### src/rtl/score_bcd_counter.sv
// Saturating two-digit BCD score fed by edge-detected point strobes; awards are queued and applied one count per clock.
// Optional HIGH_SCORE_EN adds a high-score register (hi_ones/hi_tens) updated on clear and when score_max rises.
module score_bcd_counter #(
  parameter int MAX_SCORE = 99,
  parameter int PEND_W    = 4
) (
  input  logic       clk,
  input  logic       reset,
  input  logic       point_in,
  input  logic [3:0] add_val,
  input  logic       clear,
  output logic [3:0] bcd_ones,
  output logic [3:0] bcd_tens,
  output logic       busy,
  output logic       score_max
`ifdef HIGH_SCORE_EN
  ,
  output logic [3:0] hi_ones,
  output logic [3:0] hi_tens
`endif
);

  localparam logic [3:0] MAX_TENS = 4'(MAX_SCORE / 10);
  localparam logic [3:0] MAX_ONES = 4'(MAX_SCORE % 10);
  localparam int         SUM_W    = ((PEND_W > 4) ? PEND_W : 4) + 1;
  localparam logic [SUM_W-1:0] PEND_SAT = SUM_W'((2 ** PEND_W) - 1);

  typedef enum logic {ST_IDLE, ST_COUNT} state_t;

  state_t            r_state;
  logic              r_point_q;
  logic [PEND_W-1:0] r_pend;
  logic [3:0]        r_ones;
  logic [3:0]        r_tens;
  logic              r_score_max;

  logic              w_event;
  logic              w_at_max;
  logic              w_dec;
  logic [3:0]        w_ones_next;
  logic [3:0]        w_tens_next;
  logic              w_next_max;
  logic [SUM_W-1:0]  w_pend_sum;
  logic [PEND_W-1:0] w_pend_sat;
  logic [PEND_W-1:0] w_pend_next;

  assign w_event  = point_in & ~r_point_q;
  assign w_at_max = (r_tens == MAX_TENS) && (r_ones == MAX_ONES);
  assign w_dec    = (r_pend != '0) && !w_at_max;

  always_comb begin
    w_ones_next = r_ones;
    w_tens_next = r_tens;
    if (w_dec) begin
      if (r_ones == 4'd9) begin
        w_ones_next = 4'd0;
        w_tens_next = r_tens + 4'd1;
      end else begin
        w_ones_next = r_ones + 4'd1;
      end
    end
  end

  assign w_next_max = (w_tens_next == MAX_TENS) && (w_ones_next == MAX_ONES);

  // Decrement and award land in the same cycle; the sum clamps instead of wrapping.
  assign w_pend_sum  = SUM_W'(r_pend) - SUM_W'(w_dec)
                     + (w_event ? SUM_W'(add_val) : SUM_W'(0));
  assign w_pend_sat  = (w_pend_sum > PEND_SAT) ? {PEND_W{1'b1}} : w_pend_sum[PEND_W-1:0];
  assign w_pend_next = (w_at_max || w_next_max) ? '0 : w_pend_sat;

  always_ff @(posedge clk or negedge reset) begin
    if (!reset) begin
      r_state     <= ST_IDLE;
      r_point_q   <= 1'b0;
      r_pend      <= '0;
      r_ones      <= 4'd0;
      r_tens      <= 4'd0;
      r_score_max <= 1'b0;
    end else begin
      r_point_q <= point_in;
      if (clear) begin
        r_state     <= ST_IDLE;
        r_pend      <= '0;
        r_ones      <= 4'd0;
        r_tens      <= 4'd0;
        r_score_max <= 1'b0;
      end else begin
        r_pend      <= w_pend_next;
        r_ones      <= w_ones_next;
        r_tens      <= w_tens_next;
        r_score_max <= w_next_max;
        case (r_state)
          ST_IDLE:  if (w_pend_next != '0) r_state <= ST_COUNT;
          ST_COUNT: if (w_pend_next == '0) r_state <= ST_IDLE;
          default:  r_state <= ST_IDLE;
        endcase
      end
    end
  end

  assign bcd_ones  = r_ones;
  assign bcd_tens  = r_tens;
  assign busy      = (r_state == ST_COUNT);
  assign score_max = r_score_max;

`ifdef HIGH_SCORE_EN
  logic [3:0] r_hi_ones;
  logic [3:0] r_hi_tens;
  logic       w_cur_gt;
  logic       w_max_rise;

  // Tens decide first; ones only break a tie.
  assign w_cur_gt   = (r_tens > r_hi_tens) || ((r_tens == r_hi_tens) && (r_ones > r_hi_ones));
  assign w_max_rise = !clear && w_next_max && !r_score_max;

  always_ff @(posedge clk or negedge reset) begin
    if (!reset) begin
      r_hi_ones <= 4'd0;
      r_hi_tens <= 4'd0;
    end else if (clear && w_cur_gt) begin
      r_hi_ones <= r_ones;
      r_hi_tens <= r_tens;
    end else if (w_max_rise) begin
      r_hi_ones <= w_ones_next;
      r_hi_tens <= w_tens_next;
    end
  end

  assign hi_ones = r_hi_ones;
  assign hi_tens = r_hi_tens;
`endif

endmodule

### config.mk
export PLATFORM = sky130hd
export DESIGN_NAME = score_bcd_counter
export DESIGN_NICKNAME = d
export VERILOG_FILES = /design/src/rtl/score_bcd_counter.sv
export SDC_FILE = /design/constraint.sdc
export NUM_CORES = 1
export LEC_CHECK = 0
export ABC_AREA = 1
export ABC_CLOCK_PERIOD_IN_PS = 7600
export CORE_UTILIZATION = 35
export DETAILED_ROUTE_END_ITERATION = 10
export PLACE_DENSITY = 0.53
export SLEW_MARGIN = 20
export SYNTH_ARGS = -nofsm -noshare
export SYNTH_HDL_FRONTEND = slang
export SYNTH_SLANG_ARGS = --single-unit
### constraint.sdc
create_clock -name clk -period 7.6 [get_ports clk]
set_input_delay 0.76 -clock clk [delete_from_list [all_inputs] [get_ports clk]]
set_output_delay 0.76 -clock clk [all_outputs]
set_load 0.05 [all_outputs]
After elaboration in Yosys (flattened, before gate mapping)
Cells that the tools add are included.
{"block": "totals", "ff_bits": 15, "input_bits": 8, "out_inout_bits": 10, "word_cells": 41}
{"block": "op_classes", "n_addsub": 4, "order_cmp": 1, "n_eq_ne": 4, "mux": 15, "bitwise_logic": 3, "reduce_logical": 8}
{"cell": "$mux W4", "n": 10}
{"cell": "$eq A4 B4 Y1 const B", "n": 4}
{"cell": "$add A4 B1 Y4 const B", "n": 2}
{"cell": "$reduce_bool A4 Y1", "n": 2}
{"cell": "$add A5 B4 Y5", "n": 1}
{"cell": "$gt A5 B4 Y1 const B", "n": 1}
{"cell": "$sub A4 B1 Y5", "n": 1}
{"cell": "$logic_not A4 Y1", "n": 1}
{"cell": "$mux W1", "n": 4}
{"cell": "$logic_and A1 B1 Y1", "n": 3}
{"cell": "$not A1 Y1", "n": 2}
{"cell": "$pmux W1 S2", "n": 1}
{"cell": "$and A1 B1 Y1", "n": 1}
{"cell": "$logic_not A1 Y1", "n": 1}
{"cell": "$logic_or A1 B1 Y1", "n": 1}

Logic depth before layout (Yosys ltp)
Gate-level depths: netlist (run 1).
{"block": "logic_depth", "depth_word": 13, "mapped_depth": 16, "depth_no_buf": 16}

Worst setup path after synthesis (run 1)
Ideal clock, no wire load.
{"block": "synth_path", "kind": "register -> register", "startpoint": "register r_tens[0] (netlist: bcd_tens[0])", "endpoint": "register r_state (netlist: busy)", "setup_time_ps": 129, "t_arrival_ps": 2880, "required_time_ps": 7471, "setup_slack_ps": 4591, "path_stages_with_launch": 16, "n_path_buf": 0, "synth_period_minus_slack_ps": 3009, "path_cell_list": "dfrtp_1 ha_1 nand3_2 inv_2 a21boi_2 ha_1 inv_1 ha_1 fa_1 nand3_1 nand2_1 nand2_1 and2_1 nand2_1 o41ai_2 nor2_2"}
{"block": "synth_between", "elab_chain_cells": 13, "elab_cells_between_ends": 23, "cone_classes": "3 x add/sub; 1 x order compare; 3 x eq/ne; 9 x mux; 7 x reduce/logical"}
{"item": "from (decl)", "line": "34", "rtl": "logic [3:0] r_tens;"}
{"item": "from (signal assigned)", "line": "91", "rtl": "r_tens <= w_tens_next;"}
{"item": "$eq A4 B4 Y1", "line": "48", "rtl": "assign w_at_max = (r_tens == MAX_TENS) && (r_ones == MAX_ONES);"}
{"item": "$logic_and A1 B1 Y1", "line": "48"}
{"item": "$logic_not A1 Y1", "line": "49", "rtl": "assign w_dec = (r_pend != '0) && !w_at_max;"}
{"item": "$logic_and A1 B1 Y1", "line": "49"}
{"item": "$sub A4 B1 Y5 / $mux W4 (equally long branches)", "line": "67, 54"}
{"item": "$add A5 B4 Y5 / $eq A4 B4 Y1 (equally long branches)", "line": "68, 64"}
{"item": "$gt A5 B4 Y1 / $logic_and A1 B1 Y1 (equally long branches)", "line": "69, 64"}
{"item": "$mux W4 / $logic_or A1 B1 Y1 (equally long branches)", "line": "69, 70"}
{"item": "$mux W4 (*)", "line": "70", "rtl": "assign w_pend_next = (w_at_max || w_next_max) ? '0 : w_pend_sat;"}
{"item": "$logic_not A4 Y1 / $reduce_bool A4 Y1 (equally long branches)", "line": "95, 94"}
{"item": "$mux W1 (on tied branches)", "line": "95, 94"}
{"item": "$pmux W1 S2 (*)", "line": "93", "rtl": "case (r_state)"}
{"item": "$mux W1 (*)", "line": "82", "rtl": "if (clear) begin"}
{"item": "to (signal assigned)", "line": "83", "rtl": "r_state <= ST_IDLE;"}
{"item": "to (signal assigned)", "line": "94", "rtl": "ST_IDLE: if (w_pend_next != '0) r_state <= ST_COUNT;"}
{"item": "to (signal assigned)", "line": "95", "rtl": "ST_COUNT: if (w_pend_next == '0) r_state <= ST_IDLE;"}
{"item": "to (decl)", "line": "30", "rtl": "state_t r_state;"}
Mark *: on every way between the ends. The rest lies on a longest branch, timed or not.

Worst setup path in the final report (run 1)
{"block": "layout_path", "startpoint": "input point_in", "endpoint": "register r_state (netlist: busy)"}
{"block": "layout_between", "elab_chain_cells": 10, "elab_cells_between_ends": 12, "cone_classes": "1 x add/sub; 1 x order compare; 7 x mux; 1 x bitwise; 2 x reduce/logical"}
{"item": "from (decl)", "line": "9", "rtl": "input logic point_in,"}
{"item": "$and A1 B1 Y1 (*)", "line": "47", "rtl": "assign w_event = point_in & ~r_point_q;"}
{"item": "$mux W4 (*)", "line": "68", "rtl": "+ (w_event ? SUM_W'(add_val) : SUM_W'(0));"}
{"item": "$add A5 B4 Y5 (*)", "line": "68"}
{"item": "$gt A5 B4 Y1", "line": "69", "rtl": "assign w_pend_sat = (w_pend_sum > PEND_SAT) ? {PEND_W{1'b1}} : w_pend_sum[PEND_W-1:0];"}
{"item": "$mux W4 (*)", "line": "69"}
{"item": "$mux W4 (*)", "line": "70"}
{"item": "$logic_not A4 Y1 / $reduce_bool A4 Y1 (equally long branches)", "line": "95, 94"}
{"item": "$mux W1 (on tied branches)", "line": "95, 94"}
{"item": "$pmux W1 S2 (*)", "line": "93"}
{"item": "$mux W1 (*)", "line": "82"}
Marks and branches as above.

==> summary.md, run 1 <==
| Metric | Value |
|---|---|
| Worst slew margin relative to its limit | roughly 56% |
| PD cells | approximately 370 nW/um^2 |
| Comb pwr share | between 60% and 70% |
| Fin crit share | between 30% and 40% |
| Clk root buf | clkbuf_4 |
| PortBufs | 17 |
| CTS hold repair buffers | 0 |
| Min cycle time layout | approximately 3000 ps |
| Slew at the pin with the worst max-slew slack | between 600 and 700 ps |
| Most area-hungry cell type in the Yosys netlist | dfrtp_1 |
| FILL cells | ~320 |
| Reg2reg setup slack | roughly 4700 ps |
| Worst hold path type | reg -> reg |
| WL per Instance | about 10 um |
| First-pass GRT wire length | between 3000 and 4000 um |
| Register area | 375 sq um |
| Area growth, synth to finish | 21.6% |
| Num rows | 20 |
| Top cell type's share of synthesized area | 32.6% |
| Initial Util | 37.4% |
| Leak pwr | approximately 0.00076 uW |
| DRT Pass-1 Iters | 4 |
| Peak Freq | approximately 330 MHz |
| Resized cells post-CTS | 0 |
| Net Sw Frac | approximately half |
| Layout cell share with drive strength beyond 1 | between 15 and 20% |
| Largest net degree at the start of global routing | 16 |
| Worst R2R End | busy$_DFF_PN0_ |
| Total GRT Usage | about 15% |
| CTS tree | built |
| Clk sinks | 15 |
| Worst r2r path cells | 16 |
| Syn Nets | between 150 and 200 |
| Setup-failing EPs final | 0 |
| Clock share of power | 8.6% |
| Hpwl dp | ~1900 um |
| Clock slew at reported path FFs | ~90 ps |
| H-tree depth | 1 |
| Skew final | about 7.5 ps |
| Post-layout util | a little under half |
| Core area | ~3000 sq um |
| Post-DRT Antenna Nets | 0 |
| Final Hold Vio Count | 0 |
| Ant. Diodes | 0 |
| Crit Path Max Fanout | 5 |
| Commonest cells after routing, fill and taps aside | 36 x nand2_1, 24 x inv_1, 17 x clkdlybuf4s50_1, 15 x nor2_1, 15 x dfrtp_1 |
| Origin of the worst min-delay path | bcd_ones[2]$_DFF_PN0_ |
| Count of cell types in the netlist | 26 |
| Buffer count from post-CTS setup fixing | 0 |
| Max Buffers Root-to-Sink | 2 |
| Number of global-route vias before repair | 922 |
| Starting DRT DRC Count | 45 |
| I/O pins | 18 |
| Top cells by area, synth | dfrtp_1 33%, nand2_1 12%, ha_1 11% |
| DR vias/cell | around 4.6 |
| Mapped Area | about 1200 sq um |
| Startpoint Class | input pin |
| Setup Crit Path Kind | in -> reg |
| Die Height | ~60 um |
| Die area | 3530 sq um |
| Syn avg cell area | about 7.5 sq um |
| Nets | a little under 200 |
| Cts bufs inserted | 3 |
| Unrepaired setup endpoints after global routing | no |
| CP required | about 7800 ps |
| GR Overflow Total | 0 |
| CP arrival | 3150 ps |
| Routability cong. | 0.742 |
| Max-Cap Viols | 0 |
| Worst hold stages | 2 |
| Worst Hold End | bcd_ones[2]$_DFF_PN0_ |
| Sequential area share after synthesis | 32.6% |
| Peak VDD IR | between 0.2 and 0.25 mV |
| Worst setup EP type | flip-flop |
| Setup TNS | 0 ps |
| DR DRC count | 0 |
| Reg power frac | between 20% and 30% |
| Status | finished clean |
| Vias post-DR | 989 |
| Slew Limit Fails | 0 |
| Synth warn | 0 |
| Worst R2R Start | bcd_tens[1]$_DFF_PN0_ |
| Sw Pwr | ~270 uW |
| Commonest non-fill, non-tap cell in the layout | nand2_1 |
| Syn Inst Count | around 150 |
| Wirelength, routed | ~2200 um |
| Number of synthesized register bits | 15 |
| Chip Width | 59.4 um |
| Initial antenna violation count | 0 |
| Internal power | around 250 uW |
| Multi-input gate area | around 670 sq um |
| Fin Hold WS | 615 ps |
| Clk Latency, worst-skew pair | roughly 280 ps |
[worst max-delay path, stage by stage]
cell	delay, ps
clkdlybuf4s50_1	540
nand3_1	100
ha_1	270
inv_1	40
ha_1	190
fa_1	400
nand3_1	120
nand2_1	60
nand2_1	90
and2_1	140
nand2_1	80
o41ai_2	300
nor2_2	50
[stage by stage]
stage | worst slack, ps | area, sq um | std cells | total power [uW]
global route | 4400 | 1400 | 217 | 580
finish | 4610 | 1400 | 217 | 521
detailed placement | 4290 | 1370 | 213 | 482
global placement | 4350 | 1370 | 213 | 476
CTS | 4600 | 1400 | 217 | 530
floorplan | 4590 | 1150 | 153 | 398
[synth_stat cells (all sizes together)]
cell type and instances:
a21boi 1, inv 28, xnor2 1, nand3b 2, nor3 2, or2 1, ha 10, xor2 1
o21ai 1, and2 1, clkbuf 1, nor2 20, fa 1, o41ai 1, dfrtp 15, nand4 4
a21oi 5, nand3 15, nand2 43
[worst max path at each step]
| stage | slack, ps | startpoint | endpoint | cells after the start |
|---|---|---|---|---|
| floorplan | 4590 | bcd_tens[0]$_DFF_PN0_ | busy$_DFF_PN0_ | 15 |
| global placement | 4350 | point_in | busy$_DFF_PN0_ | 13 |
| detailed placement | 4290 | point_in | busy$_DFF_PN0_ | 13 |
| CTS | 4600 | point_in | busy$_DFF_PN0_ | 13 |
| global route | 4400 | point_in | busy$_DFF_PN0_ | 13 |
| finish | 4610 | point_in | busy$_DFF_PN0_ | 13 |
[power by group through the flow]
stage | Sequential [uW] | Combinational (uW) | Clock [uW]
3_3_place_gp | 128 | 348 | 0
2_1_floorplan | 164 | 234 | 0
5_1_grt | 130 | 401 | 49.6
6_report | 127 | 350 | 44.6
4_1_cts | 127 | 355 | 47.8
3_5_place_dp | 129 | 354 | 0
[routing by layer]
layer | routed length (um) | part of all wire (%) | GRT usage, %
met4 | 19 | 0.86 | 6.12
met3 | 42 | 1.9 | 1.97
met5 | 0 | 0 | 0
met2 | 1150 | 52 | 25.7
met1 | 1010 | 45 | 19.2
[registers in the layout, summed over array words and instances, names as in the netlist]
signal	flops
score_max	1
bcd_ones	4
r_point_q	1
bcd_tens	4
busy	1
r_pend	4
[cell type report]
cell class              instances  area share [%]
multi-input cells             109            47.7
flip-flops and latches         15            26.8
repair buffers                 17            12.1
inverters                      28            7.50
well taps                      44            3.93
clock buffers                   3            1.61
clock inverters                 1           0.357
[cells by family (layout without fill, tap and decap cells)]
| family | Yosys count | after routing | synth area share (%) |
|---|---|---|---|
| simple gates | 88 | 88 | 38.9 |
| buf+inv | 29 | 49 | 9.45 |
| flops | 15 | 15 | 32.6 |
| fa+ha+maj | 11 | 11 | 12.6 |
| compound gates | 8 | 8 | 4.99 |
| xor+xnor | 2 | 2 | 1.52 |
Note: power is estimated with default switching activity, not from simulation.
==> run 2: changes to the inputs <==
--- a/config.mk
+++ b/config.mk
@@ -6,10 +6,10 @@
 export NUM_CORES = 1
 export LEC_CHECK = 0
 export ABC_AREA = 1
-export ABC_CLOCK_PERIOD_IN_PS = 7600
+export ABC_CLOCK_PERIOD_IN_PS = 2600
 export CORE_UTILIZATION = 35
 export DETAILED_ROUTE_END_ITERATION = 10
-export PLACE_DENSITY = 0.53
+export PLACE_DENSITY = 0.55
 export SLEW_MARGIN = 20
 export SYNTH_ARGS = -nofsm -noshare
 export SYNTH_HDL_FRONTEND = slang
==> constraint.sdc (replaced) <==
create_clock -name clk -period 2.6 [get_ports clk]
set_input_delay 0.26 -clock clk [delete_from_list [all_inputs] [get_ports clk]]
set_output_delay 0.26 -clock clk [all_outputs]
set_load 0.05 [all_outputs]
==> run 2 against run 1 <==
The flow now finishes with violations (negative setup slack). Clock power rose to 3.0 times the previous value. Worst setup slack got worse by 4600 ps. Final area is 16% higher. Utilization grew 7.4 points. Register-to-register slack got worse by 4700 ps. Sequential share of layout area down 3.2 points. Critical path depth is 3 higher. Via count increased by 4.3%. Power rose to 3.6 times the previous value. Final cell count up 8.3%. Combinational power rose to 3.9 times the previous value. Global-route usage up 2.4 points. Largest power group unchanged.
==> summary.md, run 2 (same netlist as run 1, synthesis figures left out) <==
| Metric | Value |
|---|---|
| CP arrival | 2780 ps (was 3150 ps) |
| Multi-input gate area | 752 sq um (was 668 sq um) |
| Die area | 3530 sq um (unchanged) |
| Worst R2R Start | bcd_tens[1]$_DFF_PN0_ (unchanged) |
| Worst r2r path cells | 16 (unchanged) |
| Starting DRT DRC Count | 43 (was 45) |
| CTS tree | built (unchanged) |
| Hpwl dp | 2050 um (was 1860 um) |
| Vias post-DR | 1,032 (was 989) |
| Startpoint Class | flip-flop (was input pin) |
| Min cycle time layout | 2620 ps |
| Clk sinks | 15 (unchanged) |
| Max-Cap Viols | 0 (unchanged) |
| DR vias/cell | 4.39 (was 4.56) |
| PD cells | 1150 nW/um^2 (was 372 nW/um^2) |
| Slew at the pin with the worst max-slew slack | 687 ps (was 664 ps) |
| Clk root buf | clkbuf_4 (unchanged) |
| Violated checks | negative setup slack |
| Final Hold Vio Count | 0 (unchanged) |
| Setup-failing EPs final | 1 (was 0) |
| Leak pwr | 0.000870 uW (was 0.000764 uW) |
| Ant. Diodes | 0 (unchanged) |
| Cts bufs inserted | 3 (unchanged) |
| Peak VDD IR | 0.817 mV (was 0.205 mV) |
| Commonest non-fill, non-tap cell in the layout | nand2_1 (unchanged) |
| Routability cong. | 0.753 (was 0.742) |
| Dpl ws | -178 ps (was 4290 ps) |
| WL per Instance | 11.0 um (was 10.2 um) |
| Fin crit share | 101% |
| Setup Crit Path Kind | reg -> reg (was in -> reg) |
| Unrepaired setup endpoints after global routing | yes (was no) |
| Status | complete, but fails checks (was finished clean) |
| Reg2reg setup slack | -20 ps (was 4700 ps) |
| I/O pins | 18 (unchanged) |
| Worst R2R End | busy$_DFF_PN0_ (unchanged) |
| Clk Latency, worst-skew pair | 290 ps (was 280 ps) |
| Post-DRT Antenna Nets | 0 (unchanged) |
| CP required | 2760 ps (was 7760 ps) |
| Crit Path Max Fanout | 3 (was 5) |
| Total GRT Usage | 17.4% (was 15.1%) |
| FILL cells | 308 (was 319) |
| Wirelength, routed | 2590 um (was 2220 um) |
| Worst slew margin relative to its limit | 54.0% (was 55.6%) |
| Chip Width | 59.4 um (unchanged) |
| Die Height | 59.4 um (unchanged) |
| Setup WS post-layout | -22.4 ps (was 4610 ps) |
| Peak Freq | about 380 MHz |
| PortBufs | 17 (unchanged) |
| Num rows | 20 (unchanged) |
| Area growth, synth to finish | 41.5% (was 21.6%) |
| Worst setup EP type | flip-flop (unchanged) |
| First-pass GRT wire length | 4530 um (was 3950 um) |
| Initial antenna violation count | 0 (unchanged) |
| Number of global-route vias before repair | 1,026 (was 922) |
| Initial Util | 37.4% (unchanged) |
| GR Overflow Total | 0 (unchanged) |
| Layout cell share with drive strength beyond 1 | 33.0% (was 15.0%) |
| Nets | 211 (was 193) |
| Max Buffers Root-to-Sink | 2 (unchanged) |
| Worst hold path type | in -> async (was reg -> reg) |
| Commonest cells after routing, fill and taps aside | 33 x nand2_1, 21 x inv_1, 18 x buf_4, 17 x clkdlybuf4s50_1, 15 x nor2_1 (was 36 x nand2_1, 24 x inv_1, 17 x clkdlybuf4s50_1, 15 x nor2_1, 15 x dfrtp_1) |
| Register area | 384 sq um (was 375 sq um) |
| Fin Hold WS | 382 ps (was 615 ps) |
| Largest net degree at the start of global routing | 16 (unchanged) |
| DRT Pass-1 Iters | 4 (unchanged) |
| Slew Limit Fails | 0 (unchanged) |
| Clock slew at reported path FFs | 90 ps (about the same) |
| Skew final | 3.41 ps (was 7.47 ps) |
| Core area | 3080 sq um (unchanged) |
| H-tree depth | 1 (unchanged) |
| DR DRC count | 0 (unchanged) |
## run 2: cell count changes in the layout (fill, tap and decap cells not counted), moves of 3 or more
cell,previous run,this run
inv_1,24,21
dfrtp_2,0,7
dfrtp_1,15,8
nand2_1,36,33
nand3_1,12,9
buf_4,0,18
## run 2: repair_timing
action,in CTS,in global routing
setup endpoints to repair,1,1
setup buffers,0,3
resized for setup,2,8
hold buffers,0,0
pin swaps,3,5
## run 2: worst max-delay path by stage
stage | cells after the start | start | endpoint
2_1_floorplan | 16 | bcd_tens[1]$_DFF_PN0_ | busy$_DFF_PN0_
3_3_place_gp | 13 | point_in | busy$_DFF_PN0_
3_5_place_dp | 13 | point_in | busy$_DFF_PN0_
4_1_cts | 16 | bcd_tens[1]$_DFF_PN0_ | busy$_DFF_PN0_
5_1_grt | 16 | bcd_tens[1]$_DFF_PN0_ | busy$_DFF_PN0_
6_report | 16 | bcd_tens[1]$_DFF_PN0_ | busy$_DFF_PN0_
## run 2: report_power, final
group	switching, uW	internal, uW
registers	52.2	305
logic	811	571
clock network	76.7	59.6
total	940	936
## run 2: layer usage
layer | vias to the layer above | share of wire, % | global-route usage [%]
met5 | - | 0 | 0
li1 | 561 | - | -
met2 | 11 | 48 | 29.2
met3 | 5 | 2.1 | 2.18
met4 | 0 | 1.2 | 7.14
met1 | 455 | 49 | 22.6
## run 2: through the flow
stage	util, %	instance area, sq um	setup TNS [ps]	std cells	power (uW)
floorplan	-	1200	-121	153	1220
global placement	49.9	1540	-90.0	228	1590
detailed placement	49.9	1540	-202	228	1610
CTS	50.9	1570	0	232	1770
global route	53.0	1630	-131	235	2050
finish	53.0	1630	-22.4	235	1880
## run 2: area by class of cell
type	count	share of cell area [%]
clock buffer	4	1.61
inverter	28	6.60
timing repair buffer	35	18.7
tap	44	3.38
multi-input combinational	109	46.1
sequential	15	23.6
## run 2: critical path, cell delays in order (launching register included)
cell      delay [ps]
dfrtp_2          410
inv_2             60
ha_4             130
nand3_4           70
inv_4             60
a21boi_2          50
ha_1             290
inv_2             40
ha_4             160
fa_2             380
nand3_2           90
nand2_2           60
nand2_2          100
and2_4           160
nand3_4           70
o41ai_4          300
nor2_2            40
==> run 3: changes to the inputs <==
--- a/config.mk
+++ b/config.mk
@@ -7,6 +7,7 @@
 export LEC_CHECK = 0
 export ABC_AREA = 1
 export ABC_CLOCK_PERIOD_IN_PS = 2600
+export CAP_MARGIN = 15
 export CORE_UTILIZATION = 35
 export DETAILED_ROUTE_END_ITERATION = 10
 export PLACE_DENSITY = 0.55
==> results of run 3 <==
No change in the layout: final DEF, timing and power equal those of run 2.
